## config.mk

```make
export PLATFORM = sky130hd
export DESIGN_NAME = clock_set_ctrl_flat
export DESIGN_NICKNAME = d
export VERILOG_FILES = /design/src/rtl/clock_set_if.sv /design/src/rtl/clock_set_ctrl.sv /design/src/flat_wrapper.sv
export SDC_FILE = /design/constraint.sdc
export NUM_CORES = 1
export LEC_CHECK = 0
export CAP_MARGIN = 10
export CORE_UTILIZATION = 44
export CTS_BUF_LIST = sky130_fd_sc_hd__clkbuf_2
export DETAILED_ROUTE_END_ITERATION = 8
export GPL_TIMING_DRIVEN = 0
export PLACE_DENSITY = 0.72
export SYNTH_ARGS = -nofsm -noshare
export SYNTH_HDL_FRONTEND = slang
export SYNTH_SLANG_ARGS = --single-unit
```

## constraint.sdc

```tcl
create_clock -name clk -period 4.4 [get_ports clk]
set_input_delay 0.88 -clock clk [delete_from_list [all_inputs] [get_ports clk]]
set_output_delay 0.88 -clock clk [all_outputs]
set_load 0.01 [all_outputs]
```

## src/rtl/clock_set_if.sv

```systemverilog
// Bus bundle for clock_set_ctrl: 1 Hz tick, button pulses and time/mode display outputs.
// Optional 12-hour outputs are present when CLOCK_HOUR12_EN is defined.
interface clock_set_if;
  logic       tick_1hz;
  logic       btn_mode;
  logic       btn_inc;
  logic [1:0] mode;
  logic [4:0] hours;
  logic [5:0] minutes;
  logic [5:0] seconds;
  logic       blink;
  logic       rollover;
`ifdef CLOCK_HOUR12_EN
  logic [3:0] hours12;
  logic       pm;

  modport master (
    output tick_1hz, btn_mode, btn_inc,
    input  mode, hours, minutes, seconds, blink, rollover, hours12, pm
  );
  modport slave (
    input  tick_1hz, btn_mode, btn_inc,
    output mode, hours, minutes, seconds, blink, rollover, hours12, pm
  );
`else
  modport master (
    output tick_1hz, btn_mode, btn_inc,
    input  mode, hours, minutes, seconds, blink, rollover
  );
  modport slave (
    input  tick_1hz, btn_mode, btn_inc,
    output mode, hours, minutes, seconds, blink, rollover
  );
`endif
endinterface

```

## src/rtl/clock_set_ctrl.sv

```systemverilog
// Time-of-day clock with button-driven hour/minute setting and an idle timeout back to RUN.
// Define CLOCK_HOUR12_EN to add the registered 12-hour outputs (hours12, pm).
module clock_set_ctrl #(
  parameter int unsigned SET_TIMEOUT = 30
) (
  input  logic        clk,
  input  logic        rst_n,
  clock_set_if.slave  bus
);

  typedef enum logic [1:0] {
    RUN     = 2'b00,
    SET_HR  = 2'b01,
    SET_MIN = 2'b10
  } state_t;

  state_t     state, state_nxt;
  logic [4:0] hours, hours_nxt;
  logic [5:0] minutes, minutes_nxt;
  logic [5:0] seconds, seconds_nxt;
  logic       blink, blink_nxt;
  logic       rollover, rollover_nxt;
  logic [5:0] tcnt, tcnt_nxt;

  logic [4:0] hr_inc;
  logic [5:0] min_inc;
  logic [5:0] sec_inc;

  assign hr_inc  = (hours   == 5'd23) ? '0 : hours   + 5'd1;
  assign min_inc = (minutes == 6'd59) ? '0 : minutes + 6'd1;
  assign sec_inc = (seconds == 6'd59) ? '0 : seconds + 6'd1;

  always_ff @(posedge clk or negedge rst_n) begin
    if (!rst_n) begin
      state    <= RUN;
      hours    <= '0;
      minutes  <= '0;
      seconds  <= '0;
      blink    <= 1'b0;
      rollover <= 1'b0;
      tcnt     <= '0;
    end else begin
      state    <= state_nxt;
      hours    <= hours_nxt;
      minutes  <= minutes_nxt;
      seconds  <= seconds_nxt;
      blink    <= blink_nxt;
      rollover <= rollover_nxt;
      tcnt     <= tcnt_nxt;
    end
  end

  always_comb begin
    state_nxt    = state;
    hours_nxt    = hours;
    minutes_nxt  = minutes;
    seconds_nxt  = seconds;
    blink_nxt    = blink;
    rollover_nxt = 1'b0;
    tcnt_nxt     = tcnt;

    case (state)
      RUN: begin
        blink_nxt = 1'b0;
        // Time keeps running on the cycle btn_mode leaves RUN; btn_inc is ignored here.
        if (bus.tick_1hz) begin
          seconds_nxt = sec_inc;
          if (seconds == 6'd59) begin
            minutes_nxt = min_inc;
            if (minutes == 6'd59) begin
              hours_nxt = hr_inc;
              if (hours == 5'd23) rollover_nxt = 1'b1;
            end
          end
        end
        if (bus.btn_mode) begin
          state_nxt = SET_HR;
          blink_nxt = 1'b1;
          tcnt_nxt  = '0;
        end
      end

      SET_HR, SET_MIN: begin
        if (bus.btn_mode) begin
          tcnt_nxt = '0;
          if (state == SET_HR) begin
            state_nxt = SET_MIN;
            blink_nxt = 1'b1;
          end else begin
            state_nxt   = RUN;
            blink_nxt   = 1'b0;
            seconds_nxt = '0;
          end
        end else if (bus.btn_inc) begin
          tcnt_nxt = '0;
          if (bus.tick_1hz) blink_nxt = ~blink;
          if (state == SET_HR) hours_nxt   = hr_inc;
          else                 minutes_nxt = min_inc;
        end else if (bus.tick_1hz) begin
          // Leave on the edge that samples the final tick so mode follows it by one cycle.
          if (tcnt == 6'(SET_TIMEOUT - 1)) begin
            state_nxt   = RUN;
            blink_nxt   = 1'b0;
            seconds_nxt = '0;
            tcnt_nxt    = '0;
          end else begin
            tcnt_nxt  = tcnt + 6'd1;
            blink_nxt = ~blink;
          end
        end
      end

      default: begin
        state_nxt   = RUN;
        blink_nxt   = 1'b0;
        seconds_nxt = '0;
        tcnt_nxt    = '0;
      end
    endcase
  end

  assign bus.mode     = state;
  assign bus.hours    = hours;
  assign bus.minutes  = minutes;
  assign bus.seconds  = seconds;
  assign bus.blink    = blink;
  assign bus.rollover = rollover;

`ifdef CLOCK_HOUR12_EN
  logic [3:0] hours12, hours12_nxt;
  logic       pm, pm_nxt;

  always_comb begin
    hours12_nxt = 4'(hours_nxt);
    if (hours_nxt == 5'd0)       hours12_nxt = 4'd12;
    else if (hours_nxt > 5'd12)  hours12_nxt = 4'(hours_nxt - 5'd12);
    pm_nxt = (hours_nxt >= 5'd12);
  end

  always_ff @(posedge clk or negedge rst_n) begin
    if (!rst_n) begin
      hours12 <= 4'd12;
      pm      <= 1'b0;
    end else begin
      hours12 <= hours12_nxt;
      pm      <= pm_nxt;
    end
  end

  assign bus.hours12 = hours12;
  assign bus.pm      = pm;
`endif

endmodule

```

## src/flat_wrapper.sv

```systemverilog
// flat-port wrapper written by rule: the top's interface ports become plain ports
module clock_set_ctrl_flat 
#(
  parameter int unsigned SET_TIMEOUT = 30
)
  (clk, rst_n, bus_tick_1hz, bus_btn_mode, bus_btn_inc, bus_mode, bus_hours, bus_minutes, bus_seconds, bus_blink, bus_rollover);
  clock_set_if bus_i ();
  input  logic clk;
  input  logic rst_n;
  input wire logic [$bits(bus_i.tick_1hz)-1:0] bus_tick_1hz;
  input wire logic [$bits(bus_i.btn_mode)-1:0] bus_btn_mode;
  input wire logic [$bits(bus_i.btn_inc)-1:0] bus_btn_inc;
  output wire logic [$bits(bus_i.mode)-1:0] bus_mode;
  output wire logic [$bits(bus_i.hours)-1:0] bus_hours;
  output wire logic [$bits(bus_i.minutes)-1:0] bus_minutes;
  output wire logic [$bits(bus_i.seconds)-1:0] bus_seconds;
  output wire logic [$bits(bus_i.blink)-1:0] bus_blink;
  output wire logic [$bits(bus_i.rollover)-1:0] bus_rollover;
  assign bus_i.tick_1hz = bus_tick_1hz;
  assign bus_i.btn_mode = bus_btn_mode;
  assign bus_i.btn_inc = bus_btn_inc;
  assign bus_mode = bus_i.mode;
  assign bus_hours = bus_i.hours;
  assign bus_minutes = bus_i.minutes;
  assign bus_seconds = bus_i.seconds;
  assign bus_blink = bus_i.blink;
  assign bus_rollover = bus_i.rollover;
  clock_set_ctrl #(.SET_TIMEOUT(SET_TIMEOUT)) u_core (.clk(clk), .rst_n(rst_n), .bus(bus_i));
endmodule
```

Yosys cells after proc, flatten, opt, wreduce, memory -nomap -nowiden:

Cells that the tools add are included.

* flip-flop bits (word level): 27
* latch bits: 0
* bits in writable memories: 0
* bits in read-only memories: 0
* bits of input ports: 5
* output and inout bits: 21
* memories: 0

* $add $sub $neg: 4
* multiply operators: 0
* divide/modulo/power cells: 0
* $lt $le $gt $ge: 0
* equality and inequality tests: 19
* shift-type cells: 0
* multiplexer cells: 49
* bitwise logic cells: 1
* reduce and logical (&&, ||, !) cells: 8

Operators by type and width (count)
* two-way mux 6 bit: 18
* one-hot mux 6 bit (2 select lines): 3
* two-way mux 5 bit: 7
* adder 6 x 1 -> 6 bit (second input constant): 3
* == test 6 bit (second input constant): 2
* two-way mux 1 bit: 12
* two-way mux 2 bit: 6
* != test 2 bit (second input constant): 5
* one-hot mux 5 bit (2 select lines): 1
* != test 3 bit (second input constant): 3
* AND reduction 7 bit: 1
* == test 6 x 5 -> 1 bit (second input constant): 1
* != test 2 x 1 -> 1 bit (second input constant): 3
* AND reduction 6 bit: 1
* adder 5 x 1 -> 5 bit (second input constant): 1
* == test 5 bit (second input constant): 1
* AND reduction 5 bit: 1
* != test 4 bit (second input constant): 1
* one-hot mux 2 bit (2 select lines): 1
* AND reduction 4 bit: 1
* != test 3 x 2 -> 1 bit (second input constant): 1
* == test 2 x 1 -> 1 bit (second input constant): 1
* == test 2 bit (second input constant): 1
* zero test 2 bit: 1
* 5 further kinds: 5

Logic depth before layout (Yosys ltp):

* depth after elaboration: 6
* gate-level depth with buffers: 7
* depth with buffers taken out: 6

Worst setup path before layout:

Ideal clock, no wire load.

* path kind: input port to flip-flop
* from: in bus_btn_mode
* to: reg u_core.minutes[2] (netlist: u_core.bus.minutes[2])
* library setup time: 0.128 ns
* data arrival time: 1.905 ns
* required time: 4.272 ns
* setup slack: 2.367 ns
* stages: 4
* buffers on the path: 0
* path through: nand2b_4 -> a2111oi_4 -> nand3_1 -> mux2_1

* longest elaborated chain between the ends: 2

RTL lines
* start: declaration: RTL line flat_wrapper.sv:11 `input wire logic [$bits(bus_i.btn_mode)-1:0] bus_btn_mode;`
* != test 2 bit (no source line)
* AND reduction 6 bit (no source line)
* end signal: assignment: RTL line clock_set_ctrl.sv:45 `minutes <= minutes_nxt;`
* end: declaration: RTL line clock_set_ctrl.sv:19 `logic [5:0] minutes, minutes_nxt;`

No other way between the ends.
A chain may end at the register's enable or synchronous reset.

Final worst setup path:

* from: in bus_btn_mode
* to: reg u_core.hours[1] (netlist: u_core.bus.hours[1])

* longest elaborated chain between the ends: 2

RTL lines
* != test 2 bit (no source line)
* AND reduction 7 bit (no source line)
* end signal: assignment: RTL line clock_set_ctrl.sv:44 `hours <= hours_nxt;`
* end: declaration: RTL line clock_set_ctrl.sv:18 `logic [4:0] hours, hours_nxt;`

No other way between the ends.

==> flow_summary.yaml <==
timing:
  hold_viol_final: 0
  timing.final.crit_share_pct: 55.08
  fin_crit_ns: 2.424
  fmax_mhz: 412.6
  holdWs_ns: 0.5747
  finalSetupViolCount: 0
  skew_ns: 0.01295
  slew-limit-headroom_pct: 54.70
  tns_ns: 0
  maxSlewViolCount: 0
  worst_pin_slew_ns: 0.6737
  rsz0062_at_grt: "no"
clock_network:
  cts-root-buf: "clkbuf_2"
  post_cts_buffers: 0
  cts_buffers: 3
  htree_levels: 1
  hold_buffers: 0
  cts_resized: 0
  clk_pin_slew_ns: 0.25
  clk_path_buf_depth: 2
  tritoncts: "done"
  clk_latency_ns: 0.35
  numClockSinks: 27
routing:
  detail_route.wl_per_cell_um: 14.29
  drt_iter0_drc: 120
  drc: 0
  viasPerCell: 5.753
  final_antenna_net_count: 0
  vias: 1375
  wl_um: 3416
  drt_first_pass_iters: 4
yosys:
  synth_area_leaders: "dfrtp_1, ha_1, mux2_2"
  synthDistinctLibCells: 47
  netlist.area_leader.share_pct: 41.67
  yosys.area.top_type: "dfrtp_1"
  netlist_area_um2: 1622
  syn_area_per_cell_um2: 9.948
  synth_cells: 163
  yosys_warnings: 0
  yosysSeqAreaShare_pct: 41.67
  ys_seq_elements: 27
  syn_nets: 177
critical_path:
  worstSetupEndpoint: "u_core.bus.hours[1]"
  crit_fanout: 7
  endpoint_kind: "register"
  r2r-start: "u_core.bus.mode[0]"
  cp.arrival_ns: 2.70
  reg2reg_slack_ns: 2.24
  crit_required_ns: 4.68
  start_kind: "primary input"
  worst-r2r-cell-count: 6
  critical_path_class: "in -> reg"
  r2r-end: "u_core.bus.hours[1]"
  critical_path.startpoint: "bus_btn_mode"
min_path:
  hold_path.class: "reg -> reg"
  timing.hold.worst_path_depth: 1
outcome:
  outcome: "finished, final reports clean"
pwr:
  finalPower_w: 0.001131
  leakagePower_nw: 0.8271
  power_density_nw_per_um2: 572.2
  max-vdd-ir-drop_mv: 0.2608
floorplan:
  ioPinCount: 26
  core_area_um2: 3442
  fp-row-count: 21
  die_w_um: 62.71
  fp.dieH_um: 62.71
  dieArea_um2: 3932
  start_util_pct: 47.11
placement:
  hpwl_um: 2548
  place_congestion: 0.7913
  portBuffers: 25
  dpl_cell_area_um2: 1929
layout:
  final_area_um2: 1977
  utilization_pct: 57.43
  layout-drive-gt1-share_pct: 11.40
  diodes: 0
  areaGrowthSynthToFinish_pct: 21.91
  nNetsFinal: 208
global_route:
  busiest_layer: "met2"
  grt_pass1_wl_um: 5913
  gr-usage-met3_pct: 2.372
  grt_pass1_vias: 1314
  overflow: 0
  grt_max_degree: 28
  use_met2_pct: 31.11
  grt_antenna_before_repair: 0
  grt_use_met1_pct: 26.00
  grt_usage_pct: 18.86
flow_run:
  drv_cap: 0
cells by family (layout without fill, tap and decap cells):
group | Yosys count | count (layout) | synth area share [%]
XOR/XNOR | 1 | 1 | 0.5402
flip-flops | 27 | 27 | 41.67
adder cells (fa/ha/maj) | 9 | 9 | 6.945
multiplexers | 8 | 8 | 5.556
AO/OA/AOI/OAI | 41 | 41 | 19.68
AND/OR/NAND/NOR | 66 | 66 | 22.92
buffers and inverters | 11 | 41 | 2.700
per-layer routing:
metal / vias to the layer above / routed length [um]
met5: - / 0
met4: 0 / 36
met3: 4 / 93
met2: 31 / 1610
met1: 671 / 1675
li1: 669 / -
cell type report:
| class | instances | area (um2) |
|---|---|---|
| Fill cell | 298 | 1465 |
| Buffer | 2 | 10.01 |
| Tap cell | 46 | 57.56 |
| Inverter | 9 | 33.78 |
| Clock buffer | 4 | 20.02 |
| Multi-Input combinational cell | 125 | 902.1 |
| Sequential cell | 27 | 675.6 |
| Timing Repair Buffer | 26 | 277.8 |
placed cells by master (no fill, tap or decap), types with 5 or more instances in the layout:
master | netlist | routed
a21oi_1 | 6 | 6
clkdlybuf4s50_1 | 0 | 25
dfrtp_1 | 27 | 27
ha_1 | 9 | 9
inv_1 | 9 | 9
mux2_2 | 7 | 7
nand2_1 | 12 | 12
nand3_1 | 10 | 10
nor2_1 | 11 | 11
nor2b_1 | 5 | 5
o21ai_0 | 8 | 8
state kept, by name, summed over array words and instances (netlist names):
signal	flops
u_core.bus.minutes	6
u_core.bus.seconds	6
u_core.tcnt	6
u_core.bus.hours	5
u_core.bus.mode	2
u_core.bus.blink	1
u_core.bus.rollover	1
worst max-delay path, cell delays in order:
cell and delay, ns:
clkdlybuf4s50_1 0.53, nand2b_4 0.21, a211oi_1 0.52, nand4b_1 0.24, mux2_2 0.32
report_power, final:
part           switching, W  leakage [nW]  internal, W
clock network     0.0000712        0.0166    0.0000240
registers         0.0000973         0.355     0.000320
logic              0.000311         0.455     0.000307
metrics by stage:
stage / std cells / setup slack [ns]
floorplan: 163 / 2.367
global placement: 234 / 1.630
detailed placement: 234 / 1.592
CTS: 238 / 1.995
global route: 239 / 1.945
finish: 239 / 1.976
cell usage after synthesis (all sizes together):
cell type / count
a2111oi: 1
a211o: 1
a211oi: 3
a21o: 1
a21oi: 6
a22o: 1
a31oi: 2
a32oi: 1
a41oi: 1
and3: 3
and4: 1
and4b: 1
buf: 2
dfrtp: 27
ha: 9
inv: 9
mux2: 8
nand2: 13
nand2b: 4
nand3: 10
nand3b: 1
nand4: 3
nand4b: 1
nor2: 11
nor2b: 6
nor3: 2
nor3b: 1
o211a: 1
o211ai: 3
o21ai: 9
o22a: 1
o2bb2ai: 4
o31ai: 4
o32ai: 1
o41ai: 1
or2: 2
or3: 4
or3b: 1
or4: 2
xnor2: 1
how the worst min path moves through the flow:
stage                          start                     to  slack (ns)
5_1_grt               u_core.tcnt[5]         u_core.tcnt[5]        0.60
2_1_floorplan         u_core.tcnt[1]         u_core.tcnt[1]        0.51
6_report       u_core.bus.minutes[4]  u_core.bus.minutes[4]        0.57
4_1_cts               u_core.tcnt[5]         u_core.tcnt[5]        0.58
3_3_place_gp   u_core.bus.minutes[4]  u_core.bus.minutes[4]        0.52
3_5_place_dp   u_core.bus.minutes[4]  u_core.bus.minutes[4]        0.53
Note: power is estimated with default switching activity, not from simulation.
